### config.mk
export PLATFORM = sky130hd
export DESIGN_NAME = guess_sched
export DESIGN_NICKNAME = d
export VERILOG_FILES = /design/src/rtl/guess_sched.sv
export SDC_FILE = /design/constraint.sdc
export NUM_CORES = 1
export LEC_CHECK = 0
export BUFFER_PORTS_ARGS = -buffer_cell sky130_fd_sc_hd__buf_4
export CORE_MARGIN = 2
export CORE_UTILIZATION = 25
export CTS_CLUSTER_SIZE = 28
export DETAILED_ROUTE_END_ITERATION = 10
export GPL_TIMING_DRIVEN = 0
export PLACE_DENSITY = 0.5
export REMOVE_ABC_BUFFERS = 1
export SETUP_SLACK_MARGIN = 0.15
export SYNTH_ARGS = -nofsm -noshare
export SYNTH_HDL_FRONTEND = slang
export SYNTH_SLANG_ARGS = --single-unit
### constraint.sdc
create_clock -name clk -period 12.05 [get_ports clk]
set_input_delay 2.41 -clock clk [delete_from_list [all_inputs] [get_ports clk]]
set_output_delay 2.41 -clock clk [all_outputs]
set_load 0.01 [all_outputs]
### src/rtl/guess_sched.sv
// guess_sched: multi-player guess scheduler in front of the hangman core.
// Round-robin arbitrates letter requests, rejects invalid or reused letters,
// issues accepted letters to the core as single-cycle guesses, then tracks
// the core's busy/ready handshake to credit hits per player.
//
// Ports:
//   clk, nRst            clock, async active-low reset
//   req_valid/req_letter per-player request level and ASCII letter
//   req_ack              one-cycle pulse when a request is consumed
//   game_rdy, red_busy   core handshake
//   mistake              core miss flag, valid the cycle red_busy falls
//   correct, incorrect   core letter/mistake counts (drive game_over)
//   gameEnd              new-game request, clears letters/scores/pointer
//   guess                letter to the core, non-zero for one cycle per issue
//   cur_player           player owning the in-flight guess
//   dup_reject/hit/miss/timeout_err  mutually exclusive one-cycle pulses
//   game_over            combinational: correct==5 or incorrect==6
//   score                per-player saturating hit counters, 4 bits each
module guess_sched #(
  parameter int unsigned NPLAYERS     = 2,
  parameter int unsigned BUSY_TIMEOUT = 15
) (
  input  logic                    clk,
  input  logic                    nRst,
  input  logic [NPLAYERS-1:0]     req_valid,
  input  logic [8*NPLAYERS-1:0]   req_letter,
  output logic [NPLAYERS-1:0]     req_ack,
  input  logic                    game_rdy,
  input  logic                    red_busy,
  input  logic                    mistake,
  input  logic [2:0]              correct,
  input  logic [2:0]              incorrect,
  input  logic                    gameEnd,
  output logic [7:0]              guess,
  output logic [1:0]              cur_player,
  output logic                    dup_reject,
  output logic                    hit,
  output logic                    miss,
  output logic                    timeout_err,
  output logic                    game_over,
  output logic [4*NPLAYERS-1:0]   score
);

  localparam int unsigned NLETTERS = 26;
  localparam int unsigned TW       = $clog2(BUSY_TIMEOUT + 1);

  typedef enum logic [2:0] {
    ARB       = 3'd0,
    ISSUE     = 3'd1,
    WAIT_BUSY = 3'd2,
    WAIT_DONE = 3'd3,
    CLEAR     = 3'd4
  } state_t;

  state_t              state;
  logic [1:0]          ptr;
  logic [NLETTERS-1:0] used;
  logic [TW-1:0]       timer;
  logic [7:0]          cur_letter;
  logic [4:0]          cur_idx;

  logic [NPLAYERS-1:0] elig;
  logic                win_found;
  logic [1:0]          win_idx;
  logic [NPLAYERS-1:0] win_onehot;
  logic [1:0]          ptr_next;
  logic [7:0]          raw_letter;
  logic [7:0]          norm_letter;
  logic                norm_valid;
  logic [4:0]          norm_idx;
  logic                letter_used;
  logic [TW-1:0]       timer_inc;
  logic [3:0]          cur_score;

  assign game_over = (correct == 3'd5) || (incorrect == 3'd6);

  // A player acked last cycle is masked so its still-high request level is not
  // consumed twice before the requester has seen the ack.
  assign elig = req_valid & ~req_ack;

  // Round-robin: first eligible player at or after the pointer, wrapping.
  always_comb begin
    win_found = 1'b0;
    win_idx   = 2'd0;
    for (int unsigned i = 0; i < NPLAYERS; i++) begin
      int unsigned k;
      k = (32'(ptr) + i) % NPLAYERS;
      if (!win_found && 1'(elig >> k)) begin
        win_found = 1'b1;
        win_idx   = 2'(k);
      end
    end
  end

  assign win_onehot = {{(NPLAYERS-1){1'b0}}, 1'b1} << win_idx;
  assign ptr_next   = 2'((32'(win_idx) + 32'd1) % NPLAYERS);
  assign raw_letter = 8'(req_letter >> (8 * win_idx));

  // Fold lowercase to uppercase; anything outside A-Z/a-z is invalid.
  always_comb begin
    norm_letter = raw_letter;
    norm_valid  = 1'b0;
    if (raw_letter >= 8'h61 && raw_letter <= 8'h7A) begin
      norm_letter = raw_letter - 8'h20;
      norm_valid  = 1'b1;
    end else if (raw_letter >= 8'h41 && raw_letter <= 8'h5A) begin
      norm_valid  = 1'b1;
    end
  end

  assign norm_idx    = 5'(norm_letter - 8'h41);
  assign letter_used = 1'(used >> norm_idx);
  assign timer_inc   = timer + TW'(1);
  assign cur_score   = 4'(score >> (4 * cur_player));

  // Scheduler state machine with registered outputs.
  always_ff @(posedge clk or negedge nRst) begin
    if (!nRst) begin
      state       <= ARB;
      ptr         <= 2'd0;
      used        <= '0;
      timer       <= '0;
      cur_letter  <= 8'd0;
      cur_idx     <= 5'd0;
      req_ack     <= '0;
      guess       <= 8'd0;
      cur_player  <= 2'd0;
      dup_reject  <= 1'b0;
      hit         <= 1'b0;
      miss        <= 1'b0;
      timeout_err <= 1'b0;
      score       <= '0;
    end else begin
      req_ack     <= '0;
      guess       <= 8'd0;
      dup_reject  <= 1'b0;
      hit         <= 1'b0;
      miss        <= 1'b0;
      timeout_err <= 1'b0;

      case (state)
        ARB: begin
          if (gameEnd) begin
            state <= CLEAR;
          end else if (!game_over && game_rdy && win_found) begin
            req_ack <= win_onehot;
            ptr     <= ptr_next;
            if (!norm_valid || letter_used) begin
              dup_reject <= 1'b1;
            end else begin
              used[norm_idx] <= 1'b1;
              cur_player     <= win_idx;
              cur_letter     <= norm_letter;
              cur_idx        <= norm_idx;
              state          <= ISSUE;
            end
          end
        end

        ISSUE: begin
          if (gameEnd) begin
            state <= CLEAR;
          end else begin
            guess <= cur_letter;
            timer <= '0;
            state <= WAIT_BUSY;
          end
        end

        WAIT_BUSY: begin
          if (gameEnd) begin
            state <= CLEAR;
          end else if (red_busy) begin
            state <= WAIT_DONE;
          end else if (timer_inc == TW'(BUSY_TIMEOUT)) begin
            // Core never took the guess: release the letter for a retry.
            timeout_err   <= 1'b1;
            used[cur_idx] <= 1'b0;
            state         <= ARB;
          end else begin
            timer <= timer_inc;
          end
        end

        WAIT_DONE: begin
          if (gameEnd) begin
            state <= CLEAR;
          end else if (!red_busy && game_rdy) begin
            if (mistake) begin
              miss <= 1'b1;
            end else begin
              hit <= 1'b1;
              if (cur_score != 4'hF)
                score[4*cur_player +: 4] <= cur_score + 4'd1;
            end
            state <= ARB;
          end
        end

        CLEAR: begin
          used  <= '0;
          score <= '0;
          ptr   <= 2'd0;
          state <= ARB;
        end

        default: state <= ARB;
      endcase
    end
  end

endmodule

Word-level counts from Yosys, hierarchy flattened. Index checks and enable logic that the tools add are counted.

Multiplexer cells: 63. $add $sub $neg: 7. Shifts and indexed selects: 8. Reductions and logical operators: 25. $lt $le $gt $ge: 8. Equality and inequality tests: 24. Bitwise logic cells: 7.

Operators with widths (number): 2-to-1 mux 26 bit (6); one-hot mux 26 bit (3 select lines) (1); 2-to-1 mux 8 bit (7); negation 4 -> 34 bit (1); variable shift 4 x 34 -> 8 bit, first input constant (1); variable part select 4 x 34 -> 8 bit (1); 2-to-1 mux 3 bit (9); AND 26 bit (1); 2-to-1 mux 1 bit (26); NOT 26 bit (1); bitwise OR 26 bit (1); right shift 26 x 5 -> 1 bit (1); inequality test 2 bit, second input constant (12); greater-or-equal comparator 8 x 7 -> 1 bit, second input constant (2); <= comparator 8 x 7 -> 1 bit, second input constant (2); 2-to-1 mux 4 bit (4); one-hot mux 8 bit (2 select lines) (1); right shift 16 x 5 -> 8 bit (1); < comparator 5 x 6 -> 1 bit, second input constant (2); one-hot mux 3 bit (4 select lines) (1); demux 1 bit (select 5 bit) (2); greater-or-equal comparator 5 x 1 -> 1 bit, second input constant (2); AND reduction 5 bit (2); == test 3 bit, second input constant (3); 28 further kinds (52).

Input bits: 30. Register bits after elaboration: 71. Output and inout bits: 25.

Depth between registers and ports, before layout.
Word-level depth: 21. Depth in mapped cells: 19.

Least setup slack after synthesis. OpenSTA, ideal clock, no wires.

Path type: input to register. From: in req_valid[1]. To: reg cur_idx[4]. Stages on the path: 16. Arrival time: 5.885 ns. Slack: 6.040 ns. Setup time: 0.125 ns. Required time: 11.925 ns. Cell sequence: nor2b_2 -> o21a_1 -> buf_6 -> clkbuf_1 -> nand2_1 -> nand2_1 -> inv_1 -> ha_1 -> buf_2 -> clkbuf_1 -> mux2_2 -> a21oi_1 -> mux2i_1 -> a2111oi_4 -> buf_6 -> mux2_4.

Longest elaborated chain between the ends: 15. Elaborated cells on any way between the ends: 27.

RTL lines: from (decl) (RTL line 25) `input logic [NPLAYERS-1:0] req_valid,`; AND 2 bit (*) (RTL line 79) `assign elig = req_valid & ~req_ack;`; right shift 2 x 1 -> 1 bit (RTL line 88) `if (!win_found && 1'(elig >> k)) begin`; 2-to-1 mux 1 bit (RTL line 88); zero test 1 bit (RTL line 88); logical AND 1 bit (RTL line 88); 2-to-1 mux 1 bit (*) (RTL line 88); right shift 16 x 5 -> 8 bit (*) (RTL line 97) `assign raw_letter = 8'(req_letter >> (8 * win_idx));`; greater-or-equal comparator 8 x 7 -> 1 bit / <= comparator 8 x 7 -> 1 bit (equally long branches) (RTL line 103) `if (raw_letter >= 8'h61 && raw_letter <= 8'h7A) begin`; logical AND 1 bit (RTL line 103); 2-to-1 mux 8 bit (*) (RTL line 103); via norm_letter[1] (RTL line 68) `logic [7:0] norm_letter;`; subtractor 5 x 1 -> 5 bit (*) (RTL line 111) `assign norm_idx = 5'(norm_letter - 8'h41);`; via norm_idx[1] (RTL line 70) `logic [4:0] norm_idx;`; right shift 26 x 5 -> 1 bit (*) (RTL line 112) `assign letter_used = 1'(used >> norm_idx);`; logical OR 1 bit (*) (RTL line 148) `if (!norm_valid || letter_used) begin`; NOT 1 bit (no line) (*); AND reduction 4 bit (no line) (*); to (signal assigned) (RTL line 154) `cur_idx <= norm_idx;`; to (decl) (RTL line 60) `logic [4:0] cur_idx;`.

The timed path passes the listed nets; every way through them passes the cells marked *. A chain may end at the register's enable or synchronous reset.

Final worst setup path.
From: in req_valid[1]. To: reg cur_idx[3].

Longest elaborated chain between the ends: 15. Elaborated cells on any way between the ends: 27.

RTL lines (RTL line): AND 2 bit (*) (79); right shift 2 x 1 -> 1 bit (88); 2-to-1 mux 1 bit (88); zero test 1 bit (88); logical AND 1 bit (88); 2-to-1 mux 1 bit (*) (88); right shift 16 x 5 -> 8 bit (*) (97); greater-or-equal comparator 8 x 7 -> 1 bit / <= comparator 8 x 7 -> 1 bit (equally long branches) (103); logical AND 1 bit (103); 2-to-1 mux 8 bit (*) (103); subtractor 5 x 1 -> 5 bit (*) (111); via norm_idx[0] (70); right shift 26 x 5 -> 1 bit (*) (112); logical OR 1 bit (*) (148); NOT 1 bit (no line) (*); AND reduction 4 bit (no line) (*).

Marks and branches as above.

==> flow_summary.toml <==
[synth]
synth.avg_cell_area_um2 = 9.26
synth_edf_count = 0
ys.flop_type = "dfrtp_1"
yosysUniqueCellTypes = 63
syn_inst = 466
yosysSeqAreaShare = 0.406
synthArstFlopShare = 1.00
netlist_area_um2 = 4320
ys_ff_latch = 70
yosysWarnings = 0

[run]
maxCapViolations = 0

[sta]
slew_headroom = 0.211
min_period_ps = 7010
skew_ps = 7.55
drv_slew = 0
fin_crit_sh = 0.582
whs_ps = 461
worstMarginPinSlew_ps = 1180
hold_viol_final = 0
layout_setup_ws_ps = 5040
fmax_mhz = 143
tns_ps = 0
rsz0062_at_grt = "no"
finalSetupViolations = 0

[global_routing]
grt_pass1_wl_um = 18300
antenna_found_initial = 0
grt_pass1_vias = 3534
grt_max_degree = 71
grt_use_total = 0.128
grt_overflow_total = 0

[worst_setup_path]
crit_top_cell = "mux2i_1"
critPathKind = "in2reg"
cp_num_buf_inv = 2
startpoint_type = "primary input"
crit_slowest_cell = "a2111oi_4"
worstPathArrival_ps = 7230
crit_required_ps = 12270
slowest_delay_ps = 1020
crit_family = "compound AO/OA/AOI/OAI gates"
path_cells = "buf_4, nor2b_2, o21a_1, mux2i_4, inv_1, ha_1, mux2i_1, mux2i_1, a32oi_1, nand3_2, a2111oi_4, mux2_2"
end_kind = "register"
worstPathMaxFanout = 16

[drt]
viasPerCell = 4.94
route.antenna.remaining_nets = 0
wl_per_cell_um = 15.2
drt_iter0_markers = 223
dr.pass1.iters = 4
drc = 0
routed_wl_um = 11100
vias = 3624

[final_layout]
layout_commonest_cell = "dfrtp_1"
layout.nets = 544
antenna_cells = 0
mostFrequentLayoutCells = "dfrtp_1 (70), buf_4 (54), nand2_1 (42)"
syn_to_final_growth_pct = 20.3
fillers = 1776
drive_above_1_share = 0.195

[clock_tree]
insertion_delay_ps = 340
cts_buffers = 9
cts_tree = "done"
clock_sinks = 70
cts_resized = 0
holdBufCountCts = 0
clk_pin_slew_worst_paths_ps = 50
cts_root_buf = "clkbuf_16"
htree_num_levels = 3
clock_path_buffers = 2
post_cts_buffers = 0

[floorplan]
std_cell_rows = 48
io_pins = 55
start_util = 0.252
core_area_um2 = 17100
fp.dieArea_um2 = 18300
die_w_um = 135
fp.dieH_um = 135

[pwr]
p_total_mw = 0.664
ir_drop_v = 0.0000922
total_leakage_power_nw = 2.34
power_density_nw_per_um2 = 128

[place]
dp_hpwl_um = 7860
io_buffer_count = 53
post-place-ws_ps = 4610
place_congestion = 0.785

[min_path]
min_path_type = "reg2reg"

[status]
status = "finished, final reports clean"
-- routing by layer --
layer  global-route usage  part of all wire  up-vias
li1                     -                 -     1759
met1                0.166              0.46     1764
met2                0.203              0.46       89
met3               0.0374             0.060       12
met4               0.0463             0.019        0
met5                    0                 0        -
-- final timing paths --
path / endpoint / cells after the start / from / slack, ps
setup / recovery: cur_idx[3] / 12 / req_valid[1] / 5040
hold / removal: cur_letter[6] / 1 / cur_letter[6] / 460
setup reg to reg: cur_idx[3] / 11 / req_ack[1] / 6780
hold reg to reg: cur_letter[6] / 1 / cur_letter[6] / 460
max in group asynchronous: cur_idx[4] / 1 / nRst / 9260
min in group asynchronous: guess[6] / 1 / nRst / 2200
-- cell type report --
class | instances | area [um2] | share of cell area
multi-input cells | 351 | 2370 | 0.457
clock buffers | 10 | 229 | 0.0441
inverters | 16 | 60.1 | 0.0116
clock inverters | 5 | 75.1 | 0.0145
well taps | 225 | 282 | 0.0542
flip-flops and latches | 70 | 1750 | 0.337
repair buffers | 56 | 422 | 0.0812
-- where the power goes --
group	leakage, nW	switching [mW]	internal (mW)
combinational	1.23	0.0660	0.0488
clock	0.152	0.0962	0.179
sequential	0.958	0.0242	0.250
total	2.34	0.186	0.477
-- sequential cells by signal, summed over array words and instances (netlist names), 2 cells and up --
signal / cells
guess: 8
used: 26
score: 8
cur_letter: 8
cur_idx: 5
state: 3
req_ack: 2
timer: 4
-- Yosys cell counts, types with 3 or more instances --
library cell  number  area, um2
o31ai_1            6       45.0
clkbuf_1          23       86.3
mux2i_1           24        240
and3_1            11       68.8
inv_1             16       60.1
nor3b_1            3       22.5
ha_1              10        125
a41oi_1            3       26.3
o21a_1             8       60.1
nand2b_1          10       62.6
a31oi_1           20        125
a21oi_1           34        170
o21ai_0           32        160
or2_2              3       18.8
o22ai_1            6       37.5
mux2_2            10        113
nor3_1             7       35.0
dfrtp_1           70       1750
nand2_1           42        158
nor2b_1           15       93.8
nor4_1             3       18.8
nand4b_1           5       43.8
and2_1            12       75.1
nor2_1            29        109
nand3_1            7       35.0
a21o_1             3       22.5
mux2_4             7        105
nand3b_1           4       30.0
-- worst register-to-register path, cell delays in order (launching register included) --
cell and delay, ps:
dfrtp_1 410, nor2b_2 160, o21a_1 580, mux2i_4 660, inv_1 200, ha_1 830, mux2i_1 280, mux2i_1 90
a32oi_1 330, nand3_2 160, a2111oi_4 1020, mux2_2 430
-- logic make-up (layout without fill, tap and decap cells) --
logic type      count (synthesis)  after routing  synth area share
other cells                     1              1          0.000869
fa+ha+maj                      10             10            0.0290
compound gates                135            135             0.201
flops                          70             70             0.406
xor+xnor                        3              3           0.00609
simple gates                  159            159             0.195
mux                            43             43             0.117
buf+inv                        45             87            0.0441
-- metrics by stage --
| stage | area [um2] | std cells | util |
|---|---|---|---|
| 2_1_floorplan | 4190 | 437 | - |
| 3_3_place_gp | 4870 | 715 | 0.284 |
| 3_5_place_dp | 4890 | 718 | 0.286 |
| 4_1_cts | 5190 | 733 | 0.303 |
| 5_1_grt | 5190 | 733 | 0.303 |
| 6_report | 5190 | 733 | 0.303 |
No activity file was read; power rests on OpenSTA's default activity.
